===== config.mk =====
export PLATFORM = sky130hd
export DESIGN_NAME = fifo_splitter_n
export DESIGN_NICKNAME = d
export VERILOG_FILES = /design/src/rtl/fifo_splitter_n_pkg.sv /design/src/rtl/fifo_splitter_n_channel.sv /design/src/rtl/fifo_splitter_n.sv
export SDC_FILE = /design/constraint.sdc
export NUM_CORES = 1
export LEC_CHECK = 0
export ABC_CLOCK_PERIOD_IN_PS = 2900
export CORE_MARGIN = 8
export CORE_UTILIZATION = 40
export CTS_CLUSTER_SIZE = 40
export DETAILED_ROUTE_END_ITERATION = 12
export PLACE_DENSITY = 0.58
export SYNTH_ARGS = -nofsm -noshare
export SYNTH_HDL_FRONTEND = slang
export SYNTH_HIERARCHICAL = 1
export SYNTH_SLANG_ARGS = --single-unit

===== constraint.sdc =====
create_clock -name clk -period 2.9 [get_ports clk]
set_input_delay 0.435 -clock clk [delete_from_list [all_inputs] [get_ports clk]]
set_output_delay 0.435 -clock clk [all_outputs]
set_load 0.03 [all_outputs]

===== src/rtl/fifo_splitter_n_pkg.sv =====
// -----------------------------------------------------------------------------
// fifo_splitter_n_pkg
// Shared sizing helpers for the N-way stream splitter and its per-channel FIFO.
//   count_width(depth) : bits needed to hold an occupancy of 0..depth
//   ptr_width(depth)   : bits of a read/write pointer into a depth-entry array
// Both are constant functions, so they can size ports and localparams.
// -----------------------------------------------------------------------------
package fifo_splitter_n_pkg;

    function automatic int count_width(input int depth);
        return $clog2(depth + 1);
    endfunction

    // DEPTH is a power of two, so a $clog2(DEPTH)-bit pointer wraps for free.
    function automatic int ptr_width(input int depth);
        return (depth > 1) ? $clog2(depth) : 1;
    endfunction

endpackage


===== src/rtl/fifo_splitter_n_channel.sv =====
// -----------------------------------------------------------------------------
// fifo_fwft_channel
// First-word-fall-through FIFO used once per splitter output.
// Ports:
//   clk, rst          : clock, synchronous active-high reset
//   push, din         : write request and word (ignored when full or in reset)
//   pop               : remove head (ignored when empty)
//   dout              : head word, combinational from the array; 0 when empty
//   empty, full       : occupancy flags, derived from the registered count
//   count             : occupancy 0..DEPTH
// -----------------------------------------------------------------------------
module fifo_fwft_channel
    import fifo_splitter_n_pkg::*;
#(
    parameter int DATA_WIDTH = 32,
    parameter int DEPTH      = 4,
    localparam int CW        = count_width(DEPTH),
    localparam int PW        = ptr_width(DEPTH)
) (
    input  logic                  clk,
    input  logic                  rst,
    input  logic                  push,
    input  logic [DATA_WIDTH-1:0] din,
    input  logic                  pop,
    output logic [DATA_WIDTH-1:0] dout,
    output logic                  empty,
    output logic                  full,
    output logic [CW-1:0]         count
);

    logic [DATA_WIDTH-1:0] mem [DEPTH];
    logic [PW-1:0]         wr_ptr;
    logic [PW-1:0]         rd_ptr;
    logic                  do_push;
    logic                  do_pop;

    assign empty   = (count == '0);
    assign full    = (count == CW'(DEPTH));
    assign do_push = push & ~full & ~rst;
    assign do_pop  = pop & ~empty;

    // The storage array carries no reset; only pointers and count do.
    always_ff @(posedge clk) begin
        if (do_push) begin
            mem[wr_ptr] <= din;
        end
    end

    always_ff @(posedge clk) begin
        if (rst) begin
            wr_ptr <= '0;
            rd_ptr <= '0;
            count  <= '0;
        end else begin
            if (do_push) begin
                wr_ptr <= wr_ptr + PW'(1);
            end
            if (do_pop) begin
                rd_ptr <= rd_ptr + PW'(1);
            end
            case ({do_push, do_pop})
                2'b10:   count <= count + CW'(1);
                2'b01:   count <= count - CW'(1);
                default: count <= count;
            endcase
        end
    end

    // Gating by empty keeps the output at zero after reset without clearing
    // the array; the head is presented straight from storage otherwise.
    assign dout = empty ? '0 : mem[rd_ptr];

endmodule


===== src/rtl/fifo_splitter_n.sv =====
// -----------------------------------------------------------------------------
// fifo_splitter_n
// N-way fan-out of a valid/ready stream. Each accepted word is copied into the
// FIFO of every channel selected by data_in_mask; every channel drains on its
// own handshake, so one stalled consumer only blocks once its FIFO is full.
// Ports:
//   clk, rst        : clock, synchronous active-high reset
//   data_in         : input word
//   data_in_valid   : input word valid
//   data_in_mask    : destination mask, bit i routes the word to channel i
//   data_in_ready   : word can be accepted (depends on full flags and mask only)
//   data_out        : channel i word at [i*DATA_WIDTH +: DATA_WIDTH]
//   data_out_valid  : per-channel valid (FIFO not empty)
//   data_out_ready  : per-channel consumer ready
//   fifo_count      : channel i occupancy at [i*CW +: CW]
// -----------------------------------------------------------------------------
module fifo_splitter_n
    import fifo_splitter_n_pkg::*;
#(
    parameter int DATA_WIDTH  = 32,
    parameter int NUM_OUTPUTS = 2,
    parameter int DEPTH       = 4,
    localparam int CW         = count_width(DEPTH)
) (
    input  logic                              clk,
    input  logic                              rst,
    input  logic [DATA_WIDTH-1:0]             data_in,
    input  logic                              data_in_valid,
    input  logic [NUM_OUTPUTS-1:0]            data_in_mask,
    output logic                              data_in_ready,
    output logic [NUM_OUTPUTS*DATA_WIDTH-1:0] data_out,
    output logic [NUM_OUTPUTS-1:0]            data_out_valid,
    input  logic [NUM_OUTPUTS-1:0]            data_out_ready,
    output logic [NUM_OUTPUTS*CW-1:0]         fifo_count
);

    logic [NUM_OUTPUTS-1:0] full;
    logic [NUM_OUTPUTS-1:0] empty;
    logic [NUM_OUTPUTS-1:0] push;
    logic [NUM_OUTPUTS-1:0] pop;
    logic                   accept;

    // A word is taken only if every selected channel has room, so a push is
    // always all-or-nothing. An all-zero mask is accepted and dropped.
    assign data_in_ready  = &(~data_in_mask | ~full);
    assign accept         = data_in_valid & data_in_ready;
    assign push           = accept ? data_in_mask : '0;
    assign data_out_valid = ~empty;
    assign pop            = data_out_ready & ~empty;

    for (genvar i = 0; i < NUM_OUTPUTS; i++) begin : g_ch
        fifo_fwft_channel #(
            .DATA_WIDTH (DATA_WIDTH),
            .DEPTH      (DEPTH)
        ) u_ch (
            .clk   (clk),
            .rst   (rst),
            .push  (push[i]),
            .din   (data_in),
            .pop   (pop[i]),
            .dout  (data_out[i*DATA_WIDTH +: DATA_WIDTH]),
            .empty (empty[i]),
            .full  (full[i]),
            .count (fifo_count[i*CW +: CW])
        );
    end

endmodule

==> metrics <==
Vias/cell=5.07; Slew Limit Fails=0; slowest CP cell=clkdlybuf4s50_1; reg-to-reg slack, setup=0.34 ns; post_cts resized=36; static leakage=4.75 nW; Ys Warns=6; clock slew at reported path FFs=0.06 ns; Cell variety after synth=28; Worst EP required=2.47 ns; DR WL/cell=21.8 µm; ys async rst share=0%; crit-path cells=buf_12 > mux4_2 > nor2b_1 > clkdlybuf4s50_1; top post-synthesis cells by area=edfxtp_1 (72%), mux4_2 (13%), nor2b_1 (3.4%), dfxtp_1 (3.4%), ha_1 (1.2%); Die Ht=180 µm; sequential area share after synthesis=75.1%; status=completed; I/O pin count=112; cell taking the most area after synthesis=edfxtp_1; PwrDens=621 nW/µm²; Final Critical Period=2.82 ns; remaining antenna violation count after routing=0; WP depth=4; core box area=26700 µm²; share of layout cells above drive strength 1=21.6%; hold crit path type=reg2reg; Final Skew=0.0124 ns; critical path's largest stage delay=0.60 ns; Pre-antenna DRT Iters=4; Fillers=2115; # setup viols final=0; CTS hold repair buffers=0; Die Area=32300 µm²; vias in the first global route=5624; Synth Net Count=566; CTS tree=yes; routability cong.=0.685; Critical path buffers and inverters=2; EDFF count, synth=256; RR Endpoint=g_ch[1].u_ch/count[2]; most frequent cell after synthesis=edfxtp_1; VDD IR-drop max=402 µV; critical path's top delay family=buffers and inverters; Tot GR Track Use=13.7%; layout net count=715; Final Hold Fails=0; area grow syn2layout=25.3%; Worst-Margin Slew=0.378 ns; worst skew pair latency=0.53 ns; reg2reg start=g_ch[0].u_ch/count[2]; TritonCTS Buffers=30; Setup crit end kind=output pin; DP Wirelength=14.5 mm; First DRT Iteration DRCs=246; Final period util=97.3%; pin count of the biggest net entering global routing=36; Setup Crit Path Kind=reg2out; RSZ-0062 raised after global routing=no; flops & latches, synth=274; CP max FO=19; Setup TNS=0 ns; Longest Clk Path Bufs=3; reg2reg path depth=10; predominant post-synthesis flop cell=edfxtp_1; CP Launch Type=flop; Max-Cap Viols=0; number of antenna repair diodes=0; Post-CTS Setup Bufs=0; GRT overflow=0; fin area=13400 µm²; global-route wire length before repair=34.2 mm; FMAX=354 MHz; CTS root buf=clkbuf_16; count of mapped cells out of synthesis=515; worst endpoint data arrival time=2.39 ns; H-tree levels=1; worst hold path startpoint=g_ch[1].u_ch/rd_ptr[1]; vias=5211; Initial Utilization=40.2%; Slew HR=74.7%; initial antenna violation count=0; share of the synthesized area in the top cell type=71.8%; Post-Syn Area=10700 µm²; number of remaining DRC errors=0; most instantiated cells after synthesis=edfxtp_1 (256), mux4_2 (64), nor2b_1 (58), dfxtp_1 (18), inv_1 (16); Avg Synthesized Cell Area=20.8 µm²; Die W=180 µm; Rows=60; hold path depth=2; DRT Wirelength=22.4 mm; CTS Sinks=274; DP Area=12500 µm²; IO buf count=111
## worst min-delay path, delay by kind of cell, from the launching register on
| kind | cells | cell delay [ns] |
|---|---|---|
| flops | 1 | 0.30 |
| compound gates | 2 | 0.13 |
## per-stage QoR
| stage | cells | hold slack [ns] | util (%) | power, mW | worst slack [ns] |
|---|---|---|---|---|---|
| floorplan | 515 | 0.459 | - | 4.73 | 0.380 |
| global placement | 973 | 0.467 | 46.9 | 4.99 | 0.380 |
| detailed placement | 973 | 0.481 | 46.9 | 5.01 | 0.282 |
| CTS | 1027 | 0.488 | 50.2 | 8.43 | 0.000664 |
| global route | 1027 | 0.522 | 50.4 | 8.59 | 0.00296 |
| finish | 1027 | 0.485 | 50.4 | 8.34 | 0.0778 |
## power by group
group / total [mW] / internal [mW] / switching, mW
Clock: 3.44 / 2.03 / 1.41
Sequential: 4.40 / 4.38 / 0.0217
Combinational: 0.495 / 0.205 / 0.290
Total: 8.34 / 6.61 / 1.73
## layout make-up
| class | count | area (µm²) | share of cell area, % |
|---|---|---|---|
| Sequential cell | 274 | 8060 | 60.0 |
| Multi-Input combinational cell | 203 | 2460 | 18.3 |
| Timing Repair Buffer | 139 | 1520 | 11.3 |
| Tap cell | 341 | 427 | 3.18 |
| Clock buffer | 39 | 806 | 6.00 |
| Inverter | 16 | 60.1 | 0.447 |
| Clock inverter | 15 | 95.1 | 0.708 |
## cell usage in the layout (no fill, tap or decap), drive strengths merged, types with 4 or more instances in the layout
cell,synthesis,final
o21ai,4,4
nor3b,4,4
clkbuf,6,39
and2,8,8
dlymetal6s2s,0,20
clkdlybuf4s50,0,59
a21oi,6,6
ha,10,10
edfxtp,256,256
and2b,8,8
nor2b,58,58
buf,16,28
nand2,4,4
nor2,12,12
dfxtp,18,18
or3,4,4
dlygate4sd2,0,32
mux4,64,64
xor2,6,6
clkinv,0,13
inv,16,16
## metal layers
metal | vias to the layer above | share of wire [%] | global-route usage [%]
met3 | 28 | 4.3 | 2.32
met5 | - | 0 | 0
met4 | 0 | 1.7 | 3.33
met2 | 106 | 52 | 24.4
li1 | 2331 | - | -
met1 | 2746 | 42 | 17.2
## how the worst max path moves through the flow
stage                                         to  slack [ns]             startpoint
after floorplan           g_ch[1].u_ch/mem[1][0]        0.38  g_ch[1].u_ch/count[0]
after global placement     g_ch[0].u_ch/count[2]        0.38        data_in_mask[1]
after detailed placement   g_ch[1].u_ch/count[2]        0.28      data_out_ready[1]
after CTS                           data_out[30]      0.0007                   flop
after global routing                data_out[57]       0.003                   flop
final                               data_out[57]        0.08                   flop
## registers in the layout (all words and copies together) (netlist names), named ones only
name	count
g_ch.u_ch/mem	256
g_ch.u_ch/wr_ptr	4
g_ch.u_ch/rd_ptr	4
g_ch.u_ch/count	6
## kinds of logic (layout without fill, tap and decap cells)
family,count (synthesis),count (layout),synth area share (%)
AOI/OAI and AO/OA,15,15,0.864
xor gates and xnor gates,6,6,0.491
adders and majority gates,12,12,1.54
buffers and inverters,38,209,2.15
DFF,274,274,75.1
muxes,68,68,13.9
and+or+nand+nor,102,102,5.98
Power figures use the tool's default switching activity.
